<file path="config.mk">
export PLATFORM = sky130hd
export DESIGN_NAME = systolic_feeder_flat
export DESIGN_NICKNAME = d
export VERILOG_FILES = /design/src/rtl/systolic_feeder_if.sv /design/src/rtl/systolic_feeder.sv /design/src/flat_wrapper.sv
export SDC_FILE = /design/constraint.sdc
export NUM_CORES = 1
export LEC_CHECK = 0
export CAP_MARGIN = 0
export CORE_AREA = 10 10 136 138
export CTS_BUF_LIST = sky130_fd_sc_hd__clkbuf_16
export CTS_CLUSTER_SIZE = 24
export DETAILED_ROUTE_END_ITERATION = 8
export DIE_AREA = 0 0 146 148
export PLACE_DENSITY = 0.76
export REMOVE_ABC_BUFFERS = 1
export SLEW_MARGIN = 20
export SYNTH_ARGS = -nofsm -noshare
export SYNTH_HDL_FRONTEND = slang
export SYNTH_SLANG_ARGS = --single-unit
</file>
<file path="constraint.sdc">
create_clock -name clk -period 12.78 [get_ports clk]
set_input_delay 1.917 -clock clk [delete_from_list [all_inputs] [get_ports clk]]
set_output_delay 1.917 -clock clk [all_outputs]
set_load 0.02 [all_outputs]
</file>
<file path="src/rtl/systolic_feeder_if.sv">
// ============================================================================
// systolic_feeder_if : FIFO-side and array-side bus of the systolic feeder
// Rev 1.0 - initial release
// ============================================================================
`default_nettype none

interface systolic_feeder_if #(
  parameter int DATAWITH   = 16,
  parameter int ARRAY_SIZE = 2
);
  logic                               read_start;
  logic                               compute_start;
  logic                               rempty;
  logic [2*ARRAY_SIZE*DATAWITH-1:0]   fifo_rdata;
  logic                               fifo_rd_en;
  logic                               read_done;
  logic                               compute_done;
  logic [ARRAY_SIZE*DATAWITH-1:0]     data_out;
  logic [ARRAY_SIZE*DATAWITH-1:0]     weight_out;
  logic [ARRAY_SIZE-1:0]              lane_valid;

  // Controller / FIFO / array side
  modport master (
    output read_start, compute_start, rempty, fifo_rdata,
    input  fifo_rd_en, read_done, compute_done, data_out, weight_out, lane_valid
  );

  // Feeder side
  modport slave (
    input  read_start, compute_start, rempty, fifo_rdata,
    output fifo_rd_en, read_done, compute_done, data_out, weight_out, lane_valid
  );
endinterface

`default_nettype wire

</file>
<file path="src/rtl/systolic_feeder.sv">
// ============================================================================
// systolic_feeder : loads N operand words from the FIFO, then streams them
//                   diagonally skewed into the systolic array edges.
// Optional macro FEEDER_STALL_CNT_EN adds the stall_cnt output.
// Rev 1.0 - initial release
// ============================================================================
`default_nettype none

module systolic_feeder #(
  parameter int DATAWITH   = 16,
  parameter int ARRAY_SIZE = 2
) (
  input  wire logic          clk,
  input  wire logic          rst,
  systolic_feeder_if.slave   bus
`ifdef FEEDER_STALL_CNT_EN
  ,
  output logic [31:0]        stall_cnt
`endif
);

  localparam int N    = ARRAY_SIZE;
  localparam int W    = DATAWITH;
  localparam int CW   = $clog2(3 * N);
  localparam int IW   = $clog2(N);
  localparam logic [CW-1:0] C_N    = CW'(N);
  localparam logic [CW-1:0] C_NM1  = CW'(N - 1);
  localparam logic [CW-1:0] C_LAST = CW'(3 * N - 2);

  typedef enum logic [1:0] {
    S_IDLE   = 2'd0,
    S_LOAD   = 2'd1,
    S_LOADED = 2'd2,
    S_FEED   = 2'd3
  } state_t;

  state_t           state_q, state_d;
  logic [CW-1:0]    req_q, req_d;
  logic [CW-1:0]    cap_q, cap_d;
  logic [CW-1:0]    t_q, t_d;
  logic             pop_q, pop_d;
  logic             rd_en, rdone, wr_buf, feed_d, done_d;

  logic [2*N*W-1:0] buf_q [N];
  logic [N*W-1:0]   data_q, data_d;
  logic [N*W-1:0]   wt_q, wt_d;
  logic [N-1:0]     valid_q, valid_d;
  logic             done_q;
  logic [CW-1:0]    k;

  always_comb begin
    state_d = state_q;
    req_d   = req_q;
    cap_d   = cap_q;
    t_d     = t_q;
    pop_d   = 1'b0;
    rd_en   = 1'b0;
    rdone   = 1'b0;
    wr_buf  = 1'b0;
    feed_d  = 1'b0;
    done_d  = 1'b0;
    case (state_q)
      S_IDLE: begin
        req_d = '0;
        cap_d = '0;
        t_d   = '0;
        if (bus.read_start) state_d = S_LOAD;
      end
      S_LOAD: begin
        rd_en = bus.read_start && !bus.rempty && (req_q < C_N);
        pop_d = rd_en;
        if (rd_en) req_d = req_q + 1'b1;
        // Capture lands one cycle after the pop; the last capture completes the load
        // even if read_start drops in that same cycle.
        if (pop_q && cap_q == C_NM1) begin
          wr_buf  = 1'b1;
          cap_d   = cap_q + 1'b1;
          rdone   = 1'b1;
          state_d = S_LOADED;
        end else if (!bus.read_start) begin
          req_d   = '0;
          cap_d   = '0;
          pop_d   = 1'b0;
          state_d = S_IDLE;
        end else if (pop_q) begin
          wr_buf = 1'b1;
          cap_d  = cap_q + 1'b1;
        end
      end
      S_LOADED: begin
        if (bus.compute_start) begin
          state_d = S_FEED;
          t_d     = '0;
          feed_d  = 1'b1;
        end
      end
      S_FEED: begin
        if (t_q == C_LAST) begin
          state_d = S_IDLE;
          t_d     = '0;
        end else begin
          t_d    = t_q + 1'b1;
          feed_d = 1'b1;
          done_d = (t_d == C_LAST);
        end
      end
      default: state_d = S_IDLE;
    endcase
  end

  // Lane values are computed from the next t so the registered outputs line up with t.
  always_comb begin
    data_d  = '0;
    wt_d    = '0;
    valid_d = '0;
    k       = '0;
    if (feed_d) begin
      for (int i = 0; i < N; i++) begin
        k = t_d - CW'(i);
        if (t_d >= CW'(i) && k < C_N) begin
          valid_d[i]           = 1'b1;
          data_d[i*W +: W]     = buf_q[k[IW-1:0]][i*W +: W];
          wt_d[i*W +: W]       = buf_q[k[IW-1:0]][(N+i)*W +: W];
        end
      end
    end
  end

  always_ff @(posedge clk or posedge rst) begin
    if (rst) begin
      state_q <= S_IDLE;
      req_q   <= '0;
      cap_q   <= '0;
      t_q     <= '0;
      pop_q   <= 1'b0;
      data_q  <= '0;
      wt_q    <= '0;
      valid_q <= '0;
      done_q  <= 1'b0;
    end else begin
      state_q <= state_d;
      req_q   <= req_d;
      cap_q   <= cap_d;
      t_q     <= t_d;
      pop_q   <= pop_d;
      data_q  <= data_d;
      wt_q    <= wt_d;
      valid_q <= valid_d;
      done_q  <= done_d;
    end
  end

  always_ff @(posedge clk) begin
    if (wr_buf) buf_q[cap_q[IW-1:0]] <= bus.fifo_rdata;
  end

`ifdef FEEDER_STALL_CNT_EN
  logic [31:0] stall_q;

  // A stall is a cycle where a pop is wanted but the FIFO is empty.
  always_ff @(posedge clk or posedge rst) begin
    if (rst) begin
      stall_q <= '0;
    end else if (state_q == S_LOAD && bus.read_start && bus.rempty &&
                 req_q < C_N && stall_q != 32'hFFFF_FFFF) begin
      stall_q <= stall_q + 32'd1;
    end
  end

  assign stall_cnt = stall_q;
`endif

  assign bus.fifo_rd_en   = rd_en;
  assign bus.read_done    = rdone;
  assign bus.compute_done = done_q;
  assign bus.data_out     = data_q;
  assign bus.weight_out   = wt_q;
  assign bus.lane_valid   = valid_q;

endmodule

`default_nettype wire

</file>
<file path="src/flat_wrapper.sv">
// flat-port wrapper written by rule: the top's interface ports become plain ports
module systolic_feeder_flat 
#(
  parameter int DATAWITH   = 16,
  parameter int ARRAY_SIZE = 2
)
  (clk, rst, bus_read_start, bus_compute_start, bus_rempty, bus_fifo_rdata, bus_fifo_rd_en, bus_read_done, bus_compute_done, bus_data_out, bus_weight_out, bus_lane_valid);
  systolic_feeder_if #(.DATAWITH(DATAWITH), .ARRAY_SIZE(ARRAY_SIZE)) bus_i ();
  input  wire logic clk;
  input  wire logic rst;
  input wire logic [$bits(bus_i.read_start)-1:0] bus_read_start;
  input wire logic [$bits(bus_i.compute_start)-1:0] bus_compute_start;
  input wire logic [$bits(bus_i.rempty)-1:0] bus_rempty;
  input wire logic [$bits(bus_i.fifo_rdata)-1:0] bus_fifo_rdata;
  output wire logic [$bits(bus_i.fifo_rd_en)-1:0] bus_fifo_rd_en;
  output wire logic [$bits(bus_i.read_done)-1:0] bus_read_done;
  output wire logic [$bits(bus_i.compute_done)-1:0] bus_compute_done;
  output wire logic [$bits(bus_i.data_out)-1:0] bus_data_out;
  output wire logic [$bits(bus_i.weight_out)-1:0] bus_weight_out;
  output wire logic [$bits(bus_i.lane_valid)-1:0] bus_lane_valid;
  assign bus_i.read_start = bus_read_start;
  assign bus_i.compute_start = bus_compute_start;
  assign bus_i.rempty = bus_rempty;
  assign bus_i.fifo_rdata = bus_fifo_rdata;
  assign bus_fifo_rd_en = bus_i.fifo_rd_en;
  assign bus_read_done = bus_i.read_done;
  assign bus_compute_done = bus_i.compute_done;
  assign bus_data_out = bus_i.data_out;
  assign bus_weight_out = bus_i.weight_out;
  assign bus_lane_valid = bus_i.lane_valid;
  systolic_feeder #(.DATAWITH(DATAWITH), .ARRAY_SIZE(ARRAY_SIZE)) u_core (.clk(clk), .rst(rst), .bus(bus_i));
endmodule
</file>
; Word-level counts from Yosys, hierarchy flattened
; Memory sizes are Yosys's and may differ from the RTL's.
; Cells that the tools add are included.
[op_classes]
addsub = 4
n_lt_le_gt_ge = 5
n_eq_ne = 11
muxes = 43
reduce_logical = 10
[ops]
columns = cell, count
row1 = two-way mux 16 bit, 4
row2 = two-way mux 32 bit, 2
row3 = two-way mux 3 bit, 8
row4 = two-way mux 1 bit, 18
row5 = two-way mux 2 bit, 6
row6 = case mux 3 bit (2 select lines), 2
row7 = "adder 3 x 1 -> 3 bit, second input constant", 3
row8 = "< comparator 3 x 2 -> 1 bit, second input constant", 3
row9 = case mux 3 bit (3 select lines), 1
row10 = case mux 2 bit (4 select lines), 1
row11 = "equality test 3 bit, second input constant", 2
row12 = "greater-or-equal comparator 3 x 1 -> 1 bit, second input constant", 2
row13 = logical AND 1 bit, 5
row14 = "equality test 2 bit, second input constant", 2
row15 = "inequality test 2 bit, second input constant", 2
row16 = "inequality test 4 x 2 -> 1 bit, second input constant", 1
row17 = AND reduction 4 bit, 1
row18 = "equality test 3 x 1 -> 1 bit, second input constant", 1
row19 = "inequality test 3 x 2 -> 1 bit, second input constant", 1
row20 = "subtractor 3 x 1 -> 3 bit, second input constant", 1
row21 = "equality test 2 x 1 -> 1 bit, second input constant", 1
row22 = zero test 2 bit, 1
row23 = "inequality test 2 x 1 -> 1 bit, second input constant", 1
row24 = case mux 1 bit (2 select lines), 1
row25 = 3 further kinds, 3
[totals]
ff_bits = 79
ramBits = 128
word_cells = 83
mem_count = 1
[mem_list]
columns = memory, words, width, read_ports, rd_ports_with_merged_regs, wr, line_no
row1 = u_core.buf_q, 2, 64, 2, 0, 1, systolic_feeder.sv:44  ; logic [2*N*W-1:0] buf_q [N];

; Logic depth before layout (Yosys ltp)
[depth]
word_depth = 8
ltp_mapped = 13
depth_no_buf = 10

; Worst setup path before layout
; Ideal clock, no wire load.
[synth_path]
kind = in2reg
startpoint = in bus_read_start
endpoint = mem u_core.buf_q[0][0] (netlist bit) (enable)
arrival_time_ns = 4.829
slack_ns = 7.465
cell_stages = 3
path_buffers = 0
path_cell_list = o21a_1 > nand2_1 > nor2_1
[synth_between]
elab_chain_len = 5
[synth_lines]
columns = element, line_no
row1 = "start, declared", flat_wrapper.sv:11  ; input wire logic [$bits(bus_i.read_start)-1:0] bus_read_start;
row2 = two-way mux 1 bit, systolic_feeder.sv:80  ; end else if (!bus.read_start) begin
row3 = two-way mux 1 bit, systolic_feeder.sv:75  ; if (pop_q && cap_q == C_NM1) begin
row4 = two-way mux 1 bit, systolic_feeder.sv:62  ; case (state_q)
row5 = two-way mux 1 bit, systolic_feeder.sv:154  ; if (wr_buf) buf_q[cap_q[IW-1:0]] <= bus.fifo_rdata;
row6 = two-way mux 1 bit (implied by the code), systolic_feeder.sv:154
row7 = "end, declared", systolic_feeder.sv:44
; Every way passes these cells.

; Worst setup path in the final report
[layout_path]
startpoint = in bus_read_start
endpoint = out bus_fifo_rd_en
[layout_between]
elab_chain_len = 3
[layout_lines]
columns = element, line_no
row1 = logical AND 1 bit (2 in series), systolic_feeder.sv:70  ; rd_en = bus.read_start && !bus.rempty && (req_q < C_N);
row2 = two-way mux 1 bit, systolic_feeder.sv:62
row3 = "end, declared", flat_wrapper.sv:15  ; output wire logic [$bits(bus_i.fifo_rd_en)-1:0] bus_fifo_rd_en;
; Every way passes these cells.

==> metrics <==
total area of sequential cells=5821 um^2; Setup crit start kind=input pin; Die Span X=146 um; outcome=complete, no violations; endpoints failing setup=0; peak supply drop=0.0001018 V; Synth Instances=517; worst endpoint required time=10.86 ns; GRT overflow=0; worst hold slack=0.5142 ns; CTS tree=yes; DP HPWL=10,430 um; Iter 0 DRT Violations=323; worst skew pair latency=0.48 ns; cts bufs inserted=21; fraction of layout cells with a size suffix above 1=0.1263; max-slew violation count=0; Post-synth EDFFs=128; Post-Syn Area=7801 um^2; Synth area leaders=edfxtp_1, dfrtp_1, a22oi_2; Worst-path clk slew=0.06 ns; Final Net Count=720; via/cell ratio=5.493; asr flop ratio synth=0.3816; Fill cells=1,178; Synth warnings=0; biggest area consumer among synthesized cells=edfxtp_1; TNS Setup=0 ns; Core Footprint=15,710 um^2; FP Rows=46; CTS Hold Bufs=0; drt first pass iters=5; largest net degree at the start of global routing=80; worst slew pin tran=1.026 ns; DRT antenna net count=0; Initial Utilization=0.4965; min-delay src=u_core.buf_q[0][44]; reg2reg path depth=11; Root Buffer=clkbuf_16; multi-input logic area=1758 um^2; first-pass GRT wire length=28,430 um; CP max FO=4; GRT Total Usage=0.1620; Post-synth top cells=edfxtp_1, dfrtp_1, nand3_1; Worst Setup End Kind=output port; Crit Reg-Reg Endpoint=u_core.bus.weight_out[31]; Die H=148 um; die area=21,610 um^2; WS Path Type=input pin to output port; Clock Skew=0.009591 ns; Seq/Total Area, Yosys=0.7461; R2R Setup Slk=8.72 ns; post-synth cell types=41; top cell type's share of synthesized area=0.4927; Design Area, Final=9992 um^2; worst hold path cell count=2; RSZ-0062 raised after global routing=false; Final Power=1.475 mW; antenna violations before repair=0; WHS Endpoint=u_core.bus.weight_out[12]; PD cells=147.7 nW/um^2; Vias=4,801; period utilization=0.4503; min Tclk post-route=5.755 ns; Post-Place Cell Area=9300 um^2; critical path arrival=3.84 ns; Hold Violations, Final=0; Avg Synthesized Cell Area=15.09 um^2; Hold Path Class=register to register; clk buf depth=3; WL/cell=20.40 um; vias in the first global route=5,168; H-tree Lvls=1; Reg2Reg Launch Point=u_core.t_q[0]; Slew Limit Headroom=0.3159; IO Count=138; Post-CTS Setup Inserts=0; Max Freq=173.8 MHz; synth-to-layout area growth=28.08%; static leakage=3.763 nW; maxcap violations=0; final core utilization=0.6359; WL final=17,830 um; most used flip-flop cell after synthesis=edfxtp_1; # port buffers=137; Clock Sinks=207; Synth Register Bits=207; DRC viols=0; most numerous cell in the Yosys netlist=edfxtp_1; GPL Wtd Cong=0.7415; post-CTS resize count=0
## per-layer routing
| layer | global-route usage | wire, um |
|---|---|---|
| met5 | 0 | 0 |
| met4 | 0.04555 | 210 |
| met3 | 0.04182 | 1226 |
| met2 | 0.2856 | 9183 |
| met1 | 0.1921 | 7212 |
## state kept, by name (all words and copies together) (netlist names), named ones only
signal,count
u_core.state_q,1
u_core.buf_q,128
u_core.pop_q,1
u_core.bus.compute_done,1
u_core.req_q,3
u_core.bus.lane_valid,2
u_core.bus.weight_out,32
u_core.bus.data_out,32
u_core.cap_q,3
u_core.t_q,3
## cells in the final DEF, fill, tap and decap left out, types with 3 or more instances in the layout
master,Yosys,routed
nand3_1,64,64
clkdlybuf4s50_1,0,137
clkbuf_16,0,21
bufinv_16,0,3
ha_1,8,8
edfxtp_1,128,128
a22oi_1,3,3
a21oi_1,35,34
buf_4,8,5
inv_1,7,7
and2_1,3,3
nand2_1,8,8
clkinv_1,0,3
nor2_1,8,7
clkinv_2,0,7
a22oi_2,29,29
o21ai_0,40,40
o21ai_1,30,29
dfrtp_1,79,79
## metrics by stage
| stage | cells | worst slack (ns) |
|---|---|---|
| 2_1_floorplan | 477 | 6.084 |
| 3_3_place_gp | 836 | 7.103 |
| 3_5_place_dp | 836 | 7.008 |
| 4_1_cts | 873 | 7.020 |
| 5_1_grt | 873 | 6.944 |
| 6_report | 874 | 7.025 |
## report_power, final
part | total [mW] | switching [mW] | internal (mW) | leakage (nW)
registers | 0.737 | 0.0108 | 0.727 | 2.25
clock network | 0.602 | 0.241 | 0.361 | 0.343
logic | 0.136 | 0.0823 | 0.0537 | 1.17
total | 1.48 | 0.334 | 1.14 | 3.76
## cell type report
type	count	share of cell area
Sequential cell	207	0.5825
Multi-Input combinational cell	261	0.1759
Timing Repair Buffer	143	0.1421
Clock buffer	21	0.05259
Tap cell	216	0.02705
Clock inverter	16	0.01603
Inverter	9	0.003506
Antenna cell	1	0.0002504
## critical path, stage by stage
cell,delay (ns)
clkdlybuf4s50_1,0.51
nor4b_1,0.30
nor2b_1,0.33
and2_1,0.17
clkdlybuf4s50_1,0.60
## how the worst max path moves through the flow
stage	start	endpoint	slack [ns]	cells after the start
5_1_grt	bus_read_start	bus_fifo_rd_en	6.94	5
3_5_place_dp	bus_read_start	bus_fifo_rd_en	7.01	5
6_report	bus_read_start	bus_fifo_rd_en	7.03	5
2_1_floorplan	bus_compute_start	u_core.bus.data_out[16]	6.08	6
3_3_place_gp	bus_read_start	bus_fifo_rd_en	7.10	5
4_1_cts	bus_read_start	bus_fifo_rd_en	7.02	5
## cell families (layout without fill, tap and decap cells)
group,after synthesis,in the layout,synth area share
AOI/OAI and AO/OA,143,143,0.1264
xor gates and xnor gates,2,2,0.002246
DFF,207,207,0.7461
muxes,1,1,0.001283
adders and majority gates,8,8,0.01283
and+or+nand+nor,107,107,0.07779
buffers and inverters,49,189,0.03336
other,0,1,0
Note: power is estimated with default switching activity, not from simulation.
